===== src/rtl/mips_wb_pkg.sv =====
// Shared definitions for the two-master Wishbone round-robin arbiter:
// bus widths, default watchdog limit and the arbiter state encoding.
package mips_wb_pkg;

  localparam int ADR_W       = 32;
  localparam int DAT_W       = 32;
  localparam int SEL_W       = 4;
  localparam int TIMEOUT_DEF = 255;

  typedef enum logic [1:0] {
    ST_IDLE   = 2'd0,
    ST_BUS_M0 = 2'd1,
    ST_BUS_M1 = 2'd2
  } wb_state_e;

  // One-hot owner vector for a given state (bit0 = m0, bit1 = m1).
  function automatic logic [1:0] grant_of(input wb_state_e s);
    case (s)
      ST_BUS_M0: return 2'b01;
      ST_BUS_M1: return 2'b10;
      default:   return 2'b00;
    endcase
  endfunction

endpackage


===== src/rtl/wb_watchdog.sv =====
// Stall watchdog: counts consecutive stalled strobe cycles and flags the
// cycle that would be the TIMEOUT-th stall. TIMEOUT = 0 never expires.
module wb_watchdog
  import mips_wb_pkg::*;
#(
  parameter int TIMEOUT = TIMEOUT_DEF
) (
  input  logic clk,
  input  logic rst,
  input  logic clr,
  input  logic stall,
  output logic expire
);

  localparam int              CW     = (TIMEOUT > 0) ? $clog2(TIMEOUT + 1) : 1;
  localparam logic [CW-1:0]   LAST   = CW'((TIMEOUT > 0) ? TIMEOUT - 1 : 0);
  localparam bit              ENABLE = (TIMEOUT > 0);

  logic [CW-1:0] r_cnt;
  logic          w_hit;

  // The counter holds the number of stalls already seen, so the current
  // stalled cycle is the TIMEOUT-th one when the count equals TIMEOUT-1.
  assign w_hit  = ENABLE && stall && !clr && (r_cnt == LAST);
  assign expire = w_hit;

  // Count stalled cycles; restart on clear or after firing.
  always_ff @(posedge clk) begin
    if (rst || clr || w_hit) begin
      r_cnt <= '0;
    end else if (stall) begin
      r_cnt <= r_cnt + 1'b1;
    end
  end

endmodule


===== src/rtl/wb_rr_arbiter.sv =====
// Two-master Wishbone round-robin arbiter with a stall watchdog that
// terminates a hung strobe with a one-cycle err pulse.
module wb_rr_arbiter
  import mips_wb_pkg::*;
#(
  parameter int TIMEOUT = TIMEOUT_DEF
) (
  input  logic             clk,
  input  logic             rst,
  input  logic [ADR_W-1:0] m0_adr_i,
  input  logic [DAT_W-1:0] m0_dat_i,
  output logic [DAT_W-1:0] m0_dat_o,
  input  logic             m0_we_i,
  input  logic             m0_cyc_i,
  input  logic             m0_stb_i,
  input  logic [SEL_W-1:0] m0_sel_i,
  output logic             m0_ack_o,
  output logic             m0_err_o,
  input  logic [ADR_W-1:0] m1_adr_i,
  input  logic [DAT_W-1:0] m1_dat_i,
  output logic [DAT_W-1:0] m1_dat_o,
  input  logic             m1_we_i,
  input  logic             m1_cyc_i,
  input  logic             m1_stb_i,
  input  logic [SEL_W-1:0] m1_sel_i,
  output logic             m1_ack_o,
  output logic             m1_err_o,
  output logic [ADR_W-1:0] s_adr_o,
  output logic [DAT_W-1:0] s_dat_o,
  output logic [SEL_W-1:0] s_sel_o,
  output logic             s_we_o,
  output logic             s_cyc_o,
  output logic             s_stb_o,
  input  logic [DAT_W-1:0] s_dat_i,
  input  logic             s_ack_i,
  output logic [1:0]       grant_o
);

  wb_state_e  r_state;
  wb_state_e  w_state_next;
  logic       r_last_m1;   // last_grant: 1 = m1 released last, 0 = m0
  logic [1:0] r_grant;
  logic       w_release;
  logic       w_grant_chg;
  logic       w_sel_m0;
  logic       w_sel_m1;
  logic       w_own_cyc;
  logic       w_own_stb;
  logic       w_stb_live;
  logic       w_stall;
  logic       w_wd_clr;
  logic       w_expire;

  // Next owner: hold while the owner keeps cyc, hand over without a bubble.
  always_comb begin
    w_state_next = r_state;
    w_release    = 1'b0;
    case (r_state)
      ST_IDLE: begin
        if (m0_cyc_i && m1_cyc_i) begin
          w_state_next = r_last_m1 ? ST_BUS_M0 : ST_BUS_M1;
        end else if (m0_cyc_i) begin
          w_state_next = ST_BUS_M0;
        end else if (m1_cyc_i) begin
          w_state_next = ST_BUS_M1;
        end
      end
      ST_BUS_M0: begin
        if (!m0_cyc_i) begin
          w_release    = 1'b1;
          w_state_next = m1_cyc_i ? ST_BUS_M1 : ST_IDLE;
        end
      end
      ST_BUS_M1: begin
        if (!m1_cyc_i) begin
          w_release    = 1'b1;
          w_state_next = m0_cyc_i ? ST_BUS_M0 : ST_IDLE;
        end
      end
      default: w_state_next = ST_IDLE;
    endcase
  end

  // Arbiter FSM with registered grant and last-owner memory.
  always_ff @(posedge clk) begin
    if (rst) begin
      r_state   <= ST_IDLE;
      r_last_m1 <= 1'b1;
      r_grant   <= 2'b00;
    end else begin
      r_state <= w_state_next;
      r_grant <= grant_of(w_state_next);
      if (w_release) begin
        r_last_m1 <= (r_state == ST_BUS_M1);
      end
    end
  end

  // Owner decode is gated by reset so a transfer in flight is abandoned
  // immediately, with no ack or err leaking out during reset.
  assign w_sel_m0    = !rst && (r_state == ST_BUS_M0);
  assign w_sel_m1    = !rst && (r_state == ST_BUS_M1);
  assign w_grant_chg = (w_state_next != r_state);

  assign w_own_cyc  = (w_sel_m0 && m0_cyc_i) || (w_sel_m1 && m1_cyc_i);
  assign w_own_stb  = (w_sel_m0 && m0_stb_i) || (w_sel_m1 && m1_stb_i);
  assign w_stb_live = w_own_cyc && w_own_stb;
  assign w_stall    = w_stb_live && !s_ack_i;
  assign w_wd_clr   = w_grant_chg || !w_stb_live || s_ack_i;

  wb_watchdog #(
    .TIMEOUT(TIMEOUT)
  ) u_watchdog (
    .clk   (clk),
    .rst   (rst),
    .clr   (w_wd_clr),
    .stall (w_stall),
    .expire(w_expire)
  );

  // Request path toward the slave: copy of the owner, zero when idle.
  assign s_adr_o = w_sel_m0 ? m0_adr_i : (w_sel_m1 ? m1_adr_i : '0);
  assign s_dat_o = w_sel_m0 ? m0_dat_i : (w_sel_m1 ? m1_dat_i : '0);
  assign s_sel_o = w_sel_m0 ? m0_sel_i : (w_sel_m1 ? m1_sel_i : '0);
  assign s_we_o  = (w_sel_m0 && m0_we_i) || (w_sel_m1 && m1_we_i);
  assign s_cyc_o = w_own_cyc && !w_expire;
  assign s_stb_o = w_own_stb && !w_expire;

  // Response path: only the owner sees the slave; the other master reads zero.
  assign m0_ack_o = w_sel_m0 && s_ack_i;
  assign m1_ack_o = w_sel_m1 && s_ack_i;
  assign m0_err_o = w_sel_m0 && w_expire;
  assign m1_err_o = w_sel_m1 && w_expire;
  assign m0_dat_o = w_sel_m0 ? s_dat_i : '0;
  assign m1_dat_o = w_sel_m1 ? s_dat_i : '0;

  assign grant_o = r_grant;

endmodule


===== config.mk =====
export PLATFORM = sky130hd
export DESIGN_NAME = wb_rr_arbiter
export DESIGN_NICKNAME = d
export VERILOG_FILES = /design/src/rtl/mips_wb_pkg.sv /design/src/rtl/wb_watchdog.sv /design/src/rtl/wb_rr_arbiter.sv
export SDC_FILE = /design/constraint.sdc
export NUM_CORES = 1
export LEC_CHECK = 0
export ABC_AREA = 1
export CAP_MARGIN = 20
export CORE_AREA = 2 2 122 124
export DETAILED_ROUTE_END_ITERATION = 10
export DIE_AREA = 0 0 124 126
export SYNTH_ARGS = -nofsm -noshare
export SYNTH_HDL_FRONTEND = slang
export SYNTH_SLANG_ARGS = --single-unit

===== constraint.sdc =====
create_clock -name clk -period 2.6 [get_ports clk]
set_input_delay 0.78 -clock clk [delete_from_list [all_inputs] [get_ports clk]]
set_output_delay 0.78 -clock clk [all_outputs]
set_load 0.005 [all_outputs]

==> impl_metrics.py <==
metrics = {
    "logic_synthesis": {
        "synth.ff_latch_count": 13,
        "synth_edf_count": 0,
        "synthFlopType": "dfxtp_1",
        "synth_compound_gate_area_share": 0.0285,
        "syn-mean-instance-area_um2": 5.00,
        "synth_mux_area_frac": 0,
        "ys_top_cells_by_area": "nand3_1 (30%), nand2_1 (17%), nor2_1 (13%)",
        "part_of_the_yosys_area_used_for_sequential_elements": 0.108,
        "net_count_of_the_mapped_netlist": 669,
        "synth.lib_cells_used.distinct": 29,
        "netlist.area_leader.share": 0.300,
        "yosysWarningCount": 0,
        "post_synth_inst_count": 484,
        "synth-async-reset-ratio": 0,
        "synth-adder-area-share": 0.0414,
        "cell_area_after_synthesis_um2": 2420,
        "post_synth_simple_gate_area": 0.639,
        "yosys.area_share.xor_xnor": 0.0217,
        "synth_top_family_by_area": "simple AND/OR/NAND/NOR gates",
        "yosysTopAreaCell": "nand3_1",
    },
    "setup_path": {
        "kind_of_cell_adding_the_most_delay_to_the_critical_path": "buffers and inverters",
        "critical_path.cell_chain": "buf_12 > nor2_8 > buf_6 > nand2_4 > o21ai_2 > inv_2 > nor2_4 > nand3_2 > nor2_4 > buf_6 > a21oi_4 > buf_2",
        "critical_path_buf_inv_count": 5,
        "worstPathRequired_ps": 1820,
        "timing.critical_path.fanout_max": 3,
        "crit_path_start_kind": "input port",
        "crit_slowest_cell": "nor2_8",
        "critPathMaxStageDelay_ps": 130,
        "arrival_ps": 1960,
        "timing.setup.critical_path_class": "in2out",
        "worst_setup_path_end_kind": "output pin",
    },
    "finish": {
        "layoutNonFillerInstCount": 1041,
        "top_library_cells_by_usage_in_the_layout_fill_and_taps_aside": "clkdlybuf4s50_1 (173), nand3_1 (130), buf_2 (98)",
        "final_common_cell": "clkdlybuf4s50_1",
        "total_number_of_nets_in_the_final_design": 1043,
        "area_overhead_of_the_layout_relative_to_synthesis_pct": 182,
        "layout.core_utilization": 0.476,
        "drive_above_1_share": 0.315,
        "ant_diodes": 0,
    },
    "pwr": {
        "p_sw_uw": 544,
        "combinationalPowerShare": 0.675,
        "power.share.switching": 0.348,
        "proportion_of_power_drawn_by_the_clock_network": 0.187,
        "standby_leakage_power_nw": 3.97,
        "powerDensity_nw_per_um2": 229,
        "internal_power_mw": 1.02,
        "vdd.ir_drop.worst_mv": 0.206,
        "seqPwrFrac": 0.138,
    },
    "routing": {
        "first_pass_iters": 4,
        "drt-vias-per-instance": 4.35,
        "drt-total-wl_um": 16600,
        "wire_per_inst_um": 15.9,
        "drc": 0,
        "dr.first_iter.drc_count": 154,
        "vias": 4526,
        "drtAntennaViolNets": 0,
    },
    "timing": {
        "fin_ws_ps": -145,
        "slew_at_the_pin_closest_to_its_max_slew_limit_ps": 494,
        "final_min_period_over_clock_period": 1.06,
        "hold_viol_final": 0,
        "report.final.slew_viol_count": 0,
        "rsz_0062_raised_after_global_routing": "true",
        "relSlewSlack": 0.671,
        "setup-tns-final_ps": -596,
        "setup-violations-final": 7,
        "clock-skew-final_ps": 4.43,
        "achievable-frequency_mhz": 364,
        "period_minus_slack_ps": 2740,
    },
    "floorplanning": {
        "fp.dieW_um": 124,
        "num_rows": 44,
        "dieHeight_um": 126,
        "die_area_um2": 15600,
        "initial_utilization": 0.169,
        "num_io_pins": 318,
        "area_of_the_core_region_um2": 14300,
    },
    "cts": {
        "cts_max_path_buffers": 2,
        "clock-sinks": 13,
        "cts_tree": "built",
        "clkSlewWorstSetupHoldPaths_ps": 40,
        "clock_tree.root_cell": "clkbuf_16",
        "cts-htree-levels": 1,
        "cts_made_buffers": 3,
        "worst_skew_pair.late_latency_ps": 240,
    },
    "placed_design": {
        "numPortBuffers": 317,
        "place_hpwl_um": 10900,
        "routabilityCongestion": 0.790,
        "placed_cells": 979,
    },
    "outcome": {
        "run_status": "finished with violations",
        "failed_checks": "negative setup slack",
    },
    "global_route": {
        "global_route_wire_length_before_repair_um": 24200,
        "grt_pass1_vias": 4405,
        "antenna_found_initial": 0,
        "gr-usage-all-layers": 0.199,
        "globalRouteOverflowTotal": 0,
        "maximum_number_of_pins_on_one_net_before_global_route_repair": 45,
    },
    "hold_path": {
        "hold_path_class": "reg2reg",
    },
    "job": {
        "max_cap_violations": 0,
    },
}
==> worst register-to-register path, stage by stage, from the launching register on <==
cell and delay (ps):
dfxtp_2 370, inv_2 70, buf_4 150, ha_1 200
o21ai_1 90, nand2_2 80, nand2_2 90, nand2_2 60
nand3_2 80, nor2_4 50, buf_6 120, buf_4 120
buf_4 120, buf_4 120, nand2_2 140, nor2_1 60
==> synthesized netlist by cell type (4+ instances only) <==
library cell / count
buf_1: 7
clkbuf_1: 25
dfxtp_1: 13
ha_1: 8
inv_1: 56
nand2_1: 107
nand3_1: 145
nor2_1: 83
o21ai_1: 4
==> final cells by class <==
type	count	area [µm²]
flip-flops and latches	13	265
inverters	61	251
clock buffers	4	78.8
repair buffers	406	4010
well taps	184	230
fillers	1446	7500
multi-input cells	373	1980
==> per-layer routing <==
| metal | global-route usage | vias to the layer above | routed length (µm) |
|---|---|---|---|
| li1 | - | 2290 | - |
| met5 | 0 | - | 0 |
| met2 | 0.365 | 225 | 8450 |
| met3 | 0.0521 | 17 | 1520 |
| met4 | 0.0383 | 0 | 302 |
| met1 | 0.229 | 1994 | 6300 |
==> cells by family (layout without fill, tap and decap cells) <==
family	after synthesis	count (layout)
adders and majority gates	8	8
buffers and inverters	98	471
DFF	13	13
AOI/OAI and AO/OA	12	12
and+or+nand+nor	347	347
xor gates and xnor gates	6	6
==> path summary, 6_finish.rpt <==
| path | from | end | slack [ps] | cells past startpoint |
|---|---|---|---|---|
| worst max-delay path | rst | s_stb_o | -140 | 12 |
| worst min-delay path | r_last_m1$_SDFFE_PP1P_ | r_last_m1$_SDFFE_PP1P_ | 480 | 2 |
| worst max register to register | r_state[1]$_SDFF_PP0_ | u_watchdog.r_cnt[2]$_SDFFE_PP0P_ | 560 | 15 |
| worst min register to register | r_last_m1$_SDFFE_PP1P_ | r_last_m1$_SDFFE_PP1P_ | 480 | 2 |
==> what timing repair did <==
| item | in CTS | in global routing |
|---|---|---|
| setup endpoints to repair | 139 | 137 |
| resized for setup | 516 | 81 |
| pin swaps | 42 | 21 |
| buffers inserted | 41 | 6 |
| hold buffers | 0 | 0 |
| cloned | 17 | 1 |
==> per-stage QoR <==
step / hold slack, ps / setup slack (ps) / total power, mW / cell area [µm²]
2_1_floorplan: 429 / 63.1 / 0.506 / 2420
3_3_place_gp: 476 / -989 / 1.13 / 5960
3_5_place_dp: 462 / -1010 / 1.13 / 5960
4_1_cts: 475 / -213 / 1.57 / 6680
5_1_grt: 507 / -180 / 1.67 / 6810
6_report: 477 / -145 / 1.56 / 6810
==> state kept, by name, indices dropped and copies added (netlist names) <==
register          count
grant_o               2
r_last_m1             1
r_state               2
u_watchdog.r_cnt      8
==> power by group through the flow <==
stage | Sequential (mW) | Clock, mW | Combinational (mW)
6_report | 0.216 | 0.293 | 1.06
5_1_grt | 0.216 | 0.316 | 1.14
4_1_cts | 0.213 | 0.301 | 1.05
3_5_place_dp | 0.216 | 0 | 0.912
3_3_place_gp | 0.215 | 0 | 0.913
2_1_floorplan | 0.217 | 0 | 0.288
Note: power is estimated with default switching activity, not from simulation.
